==> src/rtl/si_mac.sv <==
// Sequential sign-magnitude multiply-accumulate: shift-add product per term, saturating
// two's-complement accumulator, saturated sign-magnitude result on the last term.
module si_mac #(
  parameter int N     = 8,
  parameter int FRAC  = 0,
  parameter int ACC_W = 24
) (
  input  logic         CLK,
  input  logic         RST,
  input  logic         IN_VALID,
  output logic         IN_READY,
  input  logic [N-1:0] A,
  input  logic [N-1:0] B,
  input  logic         IN_LAST,
  output logic         OUT_VALID,
  input  logic         OUT_READY,
  output logic [N-1:0] RESULT,
  output logic         OVF
);

  localparam int M  = N - 1;
  localparam int PW = 2 * N - 2;
  localparam int CW = $clog2(N);
  localparam logic signed [ACC_W:0] ACC_MAX = $signed({2'b00, {(ACC_W-1){1'b1}}});
  localparam logic signed [ACC_W:0] ACC_MIN = -ACC_MAX;

  typedef enum logic [1:0] {IDLE, MUL, ACC, DONE} state_e;

  state_e                   state_q, state_d;
  logic [PW-1:0]            mcand_q, mcand_d;
  logic [PW-1:0]            prod_q, prod_d;
  logic [M-1:0]             mplier_q, mplier_d;
  logic [CW-1:0]            cnt_q, cnt_d;
  logic                     neg_q, neg_d;
  logic                     last_q, last_d;
  logic signed [ACC_W-1:0]  acc_q, acc_d;
  logic                     sticky_q, sticky_d;
  logic [N-1:0]             result_q, result_d;
  logic                     ovf_q, ovf_d;

  logic [PW-1:0]            scaled;
  logic signed [ACC_W:0]    term, sum;
  logic signed [ACC_W-1:0]  acc_new;
  logic [ACC_W-1:0]         abs_v;
  logic                     sat, clamp;

  // Datapath for the ACC cycle: scale, apply sign, saturating add, output conversion.
  always_comb begin
    scaled  = prod_q >> FRAC;
    term    = $signed({{(ACC_W+1-PW){1'b0}}, scaled});
    if (neg_q) term = -term;
    sum     = $signed({acc_q[ACC_W-1], acc_q}) + term;
    sat     = 1'b0;
    acc_new = sum[ACC_W-1:0];
    if (sum > ACC_MAX) begin
      sat     = 1'b1;
      acc_new = ACC_MAX[ACC_W-1:0];
    end else if (sum < ACC_MIN) begin
      sat     = 1'b1;
      acc_new = ACC_MIN[ACC_W-1:0];
    end
    // acc_new never reaches -2^(ACC_W-1), so its negation always fits.
    abs_v = acc_new[ACC_W-1] ? -acc_new : acc_new;
    clamp = |abs_v[ACC_W-1:N-1];
  end

  always_comb begin
    state_d  = state_q;
    mcand_d  = mcand_q;
    prod_d   = prod_q;
    mplier_d = mplier_q;
    cnt_d    = cnt_q;
    neg_d    = neg_q;
    last_d   = last_q;
    acc_d    = acc_q;
    sticky_d = sticky_q;
    result_d = result_q;
    ovf_d    = ovf_q;
    case (state_q)
      IDLE: begin
        if (IN_VALID) begin
          mcand_d  = {{(PW-M){1'b0}}, A[M-1:0]};
          mplier_d = B[M-1:0];
          prod_d   = '0;
          cnt_d    = '0;
          neg_d    = A[N-1] ^ B[N-1];
          last_d   = IN_LAST;
          state_d  = MUL;
        end
      end
      MUL: begin
        if (mplier_q[0]) prod_d = prod_q + mcand_q;
        mcand_d  = mcand_q << 1;
        mplier_d = mplier_q >> 1;
        cnt_d    = cnt_q + 1'b1;
        if (cnt_q == CW'(N - 2)) state_d = ACC;
      end
      ACC: begin
        acc_d    = acc_new;
        sticky_d = sticky_q | sat;
        if (last_q) begin
          result_d = {acc_new[ACC_W-1], clamp ? {(N-1){1'b1}} : abs_v[N-2:0]};
          ovf_d    = clamp | sticky_q | sat;
          state_d  = DONE;
        end else begin
          state_d  = IDLE;
        end
      end
      DONE: begin
        if (OUT_READY) begin
          acc_d    = '0;
          sticky_d = 1'b0;
          state_d  = IDLE;
        end
      end
      default: state_d = IDLE;
    endcase
  end

  always_ff @(posedge CLK or posedge RST) begin
    if (RST) begin
      state_q  <= IDLE;
      mcand_q  <= '0;
      prod_q   <= '0;
      mplier_q <= '0;
      cnt_q    <= '0;
      neg_q    <= 1'b0;
      last_q   <= 1'b0;
      acc_q    <= '0;
      sticky_q <= 1'b0;
      result_q <= '0;
      ovf_q    <= 1'b0;
    end else begin
      state_q  <= state_d;
      mcand_q  <= mcand_d;
      prod_q   <= prod_d;
      mplier_q <= mplier_d;
      cnt_q    <= cnt_d;
      neg_q    <= neg_d;
      last_q   <= last_d;
      acc_q    <= acc_d;
      sticky_q <= sticky_d;
      result_q <= result_d;
      ovf_q    <= ovf_d;
    end
  end

  assign IN_READY  = (state_q == IDLE) & ~RST;
  assign OUT_VALID = (state_q == DONE);
  assign RESULT    = result_q;
  assign OVF       = ovf_q;

endmodule
==> config.mk <==
export PLATFORM = sky130hd
export DESIGN_NAME = si_mac
export DESIGN_NICKNAME = d
export VERILOG_FILES = /design/src/rtl/si_mac.sv
export SDC_FILE = /design/constraint.sdc
export NUM_CORES = 1
export LEC_CHECK = 0
export BUFFER_PORTS_ARGS = -buffer_cell sky130_fd_sc_hd__buf_2
export CORE_ASPECT_RATIO = 0.8
export CORE_UTILIZATION = 32
export DETAILED_ROUTE_END_ITERATION = 8
export GPL_TIMING_DRIVEN = 0
export PLACE_DENSITY = 0.51
export SYNTH_ARGS = -nofsm -noshare
export SYNTH_HDL_FRONTEND = slang
export SYNTH_SLANG_ARGS = --single-unit
==> constraint.sdc <==
create_clock -name CLK -period 13.16 [get_ports CLK]
set_clock_uncertainty 0.15 [all_clocks]
set_input_delay 1.316 -clock CLK [delete_from_list [all_inputs] [get_ports CLK]]
set_output_delay 1.316 -clock CLK [all_outputs]
set_load 0.1 [all_outputs]
==> impl_results.md, run 1 <==
* Status: finished, final reports clean
* Clock Sinks at 76
* H-tree depth at 3
* Actual transition at the worst max-transition pin at 1260 ps
* Layout cells sized above 1 at 7.667%
* Post-synth EDFFs at 0
* Crit Path Category: flip-flop to flip-flop
* Worst EP arrival at 10,290 ps
* Clk slew on worst S/H paths at 60 ps
* Commonest non-fill, non-tap cell in the layout: nand2_1
* Die Span X at 166.5 um
* # IOs at 32
* Reg2reg setup slack at 2920 ps
* Initial Utilization at 33.10%
* Worst rel slew slack at 15.50%
* Total GRT Usage at 20.50%
* Max cap viols at 0
* CP dominant cell by count: nor2_1
* Endpoints failing hold at 0
* DP Worst Slack at 3133 ps
* CP max stage delay at 1000 ps
* Pre-antenna DRT Iters at 5
* Slew Viols, Final at 0
* Reg2Reg Depth at 28
* Fmax achieved at 97.64 MHz
* Final min period at 10,240 ps
* Final hold slack at 335.4 ps
* Ys flop type: dfrtp_1
* Reg2reg start: prod_q[5]
* Min-delay worst type: flip-flop to flip-flop
* TritonCTS clock tree: built
* Hold Crit Start: acc_q[0]
* Area growth syn-to-layout at 12.20%
* # port buffers at 31
* Antenna Cells at 0
* WP data required at 13,210 ps
* GRT overflow at 0
* DR vias/cell at 5.788
* Synth warn at 0
* Setup Buffers After CTS at 0
* Post-synth ARST share at 100.0%
* Die H at 133.6 um
* CTS Root Cell: clkbuf_16
* First-pass GRT wire length at 36.05 mm
* # setup viols final at 0
* Antenna violations before repair at 1
* Via count at 6,842
* Netlist Area Pre-Place at 6930 um^2
* Avg WL per Cell at 18.65 um
* Startpoint types: flip-flop
* Core footprint at 20,940 um^2
* Post-synth cell types at 82
* Largest net degree at the start of global routing at 47
* Sequential area share after synthesis at 27.44%
* Clock buffer depth at 2
* Slowest CP cell: a211oi_1
* WL final at 22.04 mm
* Final Net Count at 974
* FF-to-FF End: RESULT[4]
* Routability Congestion at 0.8873
* Vias in the first global route at 6,418
* Worst Path Max Fanout at 10
* Clk Latency, worst-skew pair at 350 ps
* Min-Delay Endpoint: acc_q[0]
* Final worst path period share at 77.83%
* Yosys reg bits at 76
* Mapped Avg Cell Area at 8.012 um^2
* # DRC at 0
* Die area at 22,250 um^2
* Cts hold-fix bufs at 0
* CP startpoint: prod_q[5]
* Cell count of the worst hold path at 2
* Synthesized instance count at 865
* Drt initial violations at 711
* CTS buffer count at 9
* Mapped Nets at 931
* Worst Setup Slack, final at 2918 ps
* RSZ-0062 raised after global routing: no
* Setup TNS at 0 ps
* Most frequent cells in the layout: nand2_1, o21ai_0, nor2_1, a21oi_1, dfrtp_1
* Antenna-violating nets left at 0
* Critical path endpoint category: flip-flop
* DP HPWL at 17.24 mm
* Post-CTS Resized at 0
* Site row count at 47
Yosys cell counts, drive strengths merged (6+ instances only):
cell type   n  area share [%]
or3        11             1.1
o211ai     14             1.6
o21ai      83             6.0
nor2       82             4.5
o21bai      8            0.87
xnor2      33             4.2
dfrtp      76              27
o21a        8            0.87
a21oi      81             5.8
a211oi     16             1.9
ha         43             7.8
a22o       19             2.4
buf        10            0.61
o211a       7             1.0
mux2i      15             2.2
nor2b       6            0.54
clkbuf     35             1.9
nand4       7            0.63
xor2       12             1.5
nand2b     10            0.90
nand3      14             1.0
inv        15            0.81
nand2      90             4.9
o22ai       8            0.72
nor4       10             1.3
a21o       15             1.6
nor3       19             1.4
and2       12             1.1
kinds of logic (layout without fill, tap and decap cells):
group / count (synthesis) / count (layout) / synth area share [%]
simple gates: 289 / 289 / 20.49
xor+xnor: 45 / 45 / 5.687
mux: 16 / 16 / 2.329
compound gates: 331 / 331 / 32.23
buf+inv: 63 / 111 / 3.484
fa+ha+maj: 45 / 45 / 8.341
flops: 76 / 76 / 27.44
cell type report:
type	instances	area (um^2)
fill	2215	13160
multi-input combinational	726	4787
sequential	76	1902
tap	269	336.6
clock buffer	9	225.2
timing repair buffer	32	182.7
buffer	45	173.9
clock inverter	7	98.84
inverter	18	70.07
critical path: cells and delay by family (launching register included):
kind            cells  cell delay [ps]
compound gates     10             3320
buf+inv             4             1220
flops               1              440
fa+ha+maj           2              460
simple gates       12             4510
through the flow:
stage | utilization, % | cells | cell area (um^2)
floorplan | - | 865 | 6930
global placement | 35.45 | 1165 | 7422
detailed placement | 35.60 | 1166 | 7452
CTS | 37.14 | 1182 | 7776
global route | 37.14 | 1182 | 7776
finish | 37.14 | 1182 | 7776
sequential cells by signal, summed over array words and instances (netlist names), 2 cells and up:
signal,count
mplier_q,7
state_q,2
cnt_q,3
acc_q,24
mcand_q,14
prod_q,14
RESULT,8
how the worst max path moves through the flow:
stage	to	slack, ps	depth (start not counted)
floorplan	OVF	5100	32
global placement	RESULT[6]	3150	28
detailed placement	RESULT[4]	3130	28
CTS	RESULT[4]	3100	28
global route	RESULT[5]	2290	32
finish	RESULT[4]	2920	28
per-layer routing:
metal / wire (um) / vias up / share of wire, % / GRT usage, %
li1: - / 3355 / - / -
met4: 379 / 2 / 1.7 / 5.453
met5: 9 / - / 0.041 / 0
met3: 1445 / 26 / 6.6 / 4.367
met1: 11700 / 3271 / 53 / 32.02
met2: 8510 / 188 / 39 / 27.61
Power of run 1 is left out: the tool's default activity adds up to more than one toggle a clock period on the data nets, which glitch-free logic cannot reach.
==> run 2: changes to the inputs <==
--- a/config.mk
+++ b/config.mk
@@ -5,6 +5,7 @@
 export SDC_FILE = /design/constraint.sdc
 export NUM_CORES = 1
 export LEC_CHECK = 0
+export ABC_AREA = 1
 export BUFFER_PORTS_ARGS = -buffer_cell sky130_fd_sc_hd__buf_2
 export CORE_ASPECT_RATIO = 0.8
 export CORE_UTILIZATION = 32
==> constraint.sdc (replaced) <==
create_clock -name CLK -period 10.4 [get_ports CLK]
set_clock_uncertainty 0.15 [all_clocks]
set_input_delay 1.04 -clock CLK [delete_from_list [all_inputs] [get_ports CLK]]
set_output_delay 1.04 -clock CLK [all_outputs]
set_load 0.1 [all_outputs]
==> run 2 against run 1 <==
Global-route usage fell by 1.2 points. Wire length decreased by 8.1%. Core utilization decreased by 0.27 points. Critical path depth is 9 higher.
==> impl_results.md, run 2 <==
* Fmax achieved at 147.0 MHz
* Area growth syn-to-layout at 12.20%
* Most frequent cells in the layout: nand2_1, inv_1, nand3_1
* CTS buffer count at 9
* # port buffers at 31
* Sequential area share after synthesis at 27.72%
* Top flop regs: acc_q (24), mcand_q (14), prod_q (14)
* Final hold slack at 348.2 ps
* Yosys reg bits at 76
* Worst EP arrival at 6900 ps
* Top post-synthesis cells by count: nand2_1, inv_1, nand3_1
* Commonest non-fill, non-tap cell in the layout: nand2_1
* # setup viols final at 0
* Cell with the most instances after synthesis: nand2_1
* FF-to-FF End: RESULT[0]
* Reg2reg start: prod_q[1]
* First-pass GRT wire length at 33.53 mm
* Routability Congestion at 0.9099
* Post-synth cell types at 40
* Area leader, netlist: dfrtp_1
* Crit Path Category: flip-flop to flip-flop
* DP HPWL at 16.68 mm
* Die H at 133.0 um
* Top cell type's share of synthesized area at 27.72%
* Largest net degree at the start of global routing at 62
* Total GRT Usage at 19.29%
* Final worst path period share at 65.42%
* CP startpoint: prod_q[1]
* Antenna violations before repair at 0
* CP max stage delay at 780 ps
* DR vias/cell at 4.780
* Max FFs per register at 24
* Clk slew on worst S/H paths at 70 ps
* Placed Area at 7383 um^2
* H-tree depth at 3
* Avg WL per Cell at 14.46 um
* Worst Path Max Fanout at 10
* Initial Utilization at 32.87%
* Setup TNS at 0 ps
* Mapped Avg Cell Area at 6.324 um^2
* Final min period at 6804 ps
* # DRC at 0
* Netlist Area Pre-Place at 6862 um^2
* RSZ-0062 raised after global routing: no
* Die Span X at 165.7 um
* Buf/Inv on CP at 3
* Endpoints failing hold at 0
* Via count at 6,701
* Slowest CP cell: o31ai_1
* Actual transition at the worst max-transition pin at 946.1 ps
* Drt initial violations at 416
* Synth warn at 0
* Ys flop type: dfrtp_1
* Top delay family on crit path: simple AND/OR/NAND/NOR gates
* Startpoint types: flip-flop
* Setup Buffers After CTS at 0
* Antenna-violating nets left at 0
* Reg2Reg Depth at 37
* Critical path endpoint category: flip-flop
* Critical path destination: RESULT[0]
* Final Net Count at 1,194
* Die area at 22,040 um^2
* # IOs at 32
* Max cap viols at 0
* Clk Latency, worst-skew pair at 350 ps
* Synthesized instance count at 1,085
* Slew Viols, Final at 0
* WL final at 20.27 mm
* Layout cells sized above 1 at 9.091%
* Post-synth ARST share at 100.0%
* Status: finished, final reports clean
* Site row count at 47
* WP data required at 10,500 ps
* Clock Sinks at 76
* GRT overflow at 0
* Cts hold-fix bufs at 0
* Min-delay worst type: flip-flop to flip-flop
* Final instance area at 7699 um^2
* Cell count along the critical path at 37
* Clock buffer depth at 2
* Core footprint at 20,880 um^2
* CTS Root Cell: clkbuf_16
* CP dominant cell by count: nand2_1
* Worst rel slew slack at 36.39%
* Hold Crit Start: last_q
* Pre-antenna DRT Iters at 5
* Mapped Nets at 1,151
* Vias in the first global route at 6,323
* Largest Register: acc_q
* Ranking of synthesized cells by area: dfrtp_1, nand2_1, inv_1, ha_1, nand3_1
* TritonCTS clock tree: built
* Post-synth EDFFs at 0
* Antenna Cells at 0
* Post-CTS Resized at 0
* Reg2reg setup slack at 3600 ps
run 2: cells by family after synthesis:
family,Yosys count,synth area share [%]
simple gates,591,37.02
flops,76,27.72
compound gates,144,12.36
fa+ha+maj,45,8.425
xor+xnor,20,2.553
buf+inv,209,11.93
run 2: layout make-up:
cell class | instances | area (um^2)
fillers | 2289 | 13180
multi-input cells | 800 | 4141
flip-flops and latches | 76 | 1902
inverters | 186 | 700.7
well taps | 269 | 336.6
clock buffers | 9 | 225.2
repair buffers | 32 | 182.7
plain buffers | 23 | 120.1
clock inverters | 7 | 90.09
run 2: per-stage QoR:
stage / instances / utilization [%] / setup slack (ps)
finish: 1402 / 36.88 / 3596
global route: 1402 / 36.88 / 2823
CTS: 1402 / 36.88 / 3522
detailed placement: 1386 / 35.37 / 3527
global placement: 1385 / 35.22 / 3509
floorplan: 1085 / - / 5120
run 2: worst min path at each step:
stage / endpoint / depth (start not counted) / slack [ps]
global placement: last_q / 2 / 340
global route: RESULT[7] / 2 / 400
CTS: last_q / 2 / 360
detailed placement: last_q / 2 / 340
floorplan: last_q / 2 / 290
finish: last_q / 2 / 350
run 2: layer usage:
metal | vias up | share of wire (%) | GRT usage (%)
met5 | - | 0 | 0
li1 | 3556 | - | -
met4 | 0 | 0.57 | 3.219
met3 | 10 | 3.5 | 2.453
met1 | 3020 | 57 | 30.67
met2 | 115 | 39 | 27.52
run 2: worst min-delay path, delay by kind of cell, from the launching register on:
| kind | cells | cell delay [ps] |
|---|---|---|
| flops | 1 | 360 |
| simple gates | 2 | 110 |
Power of run 2 is left out for the same reason.
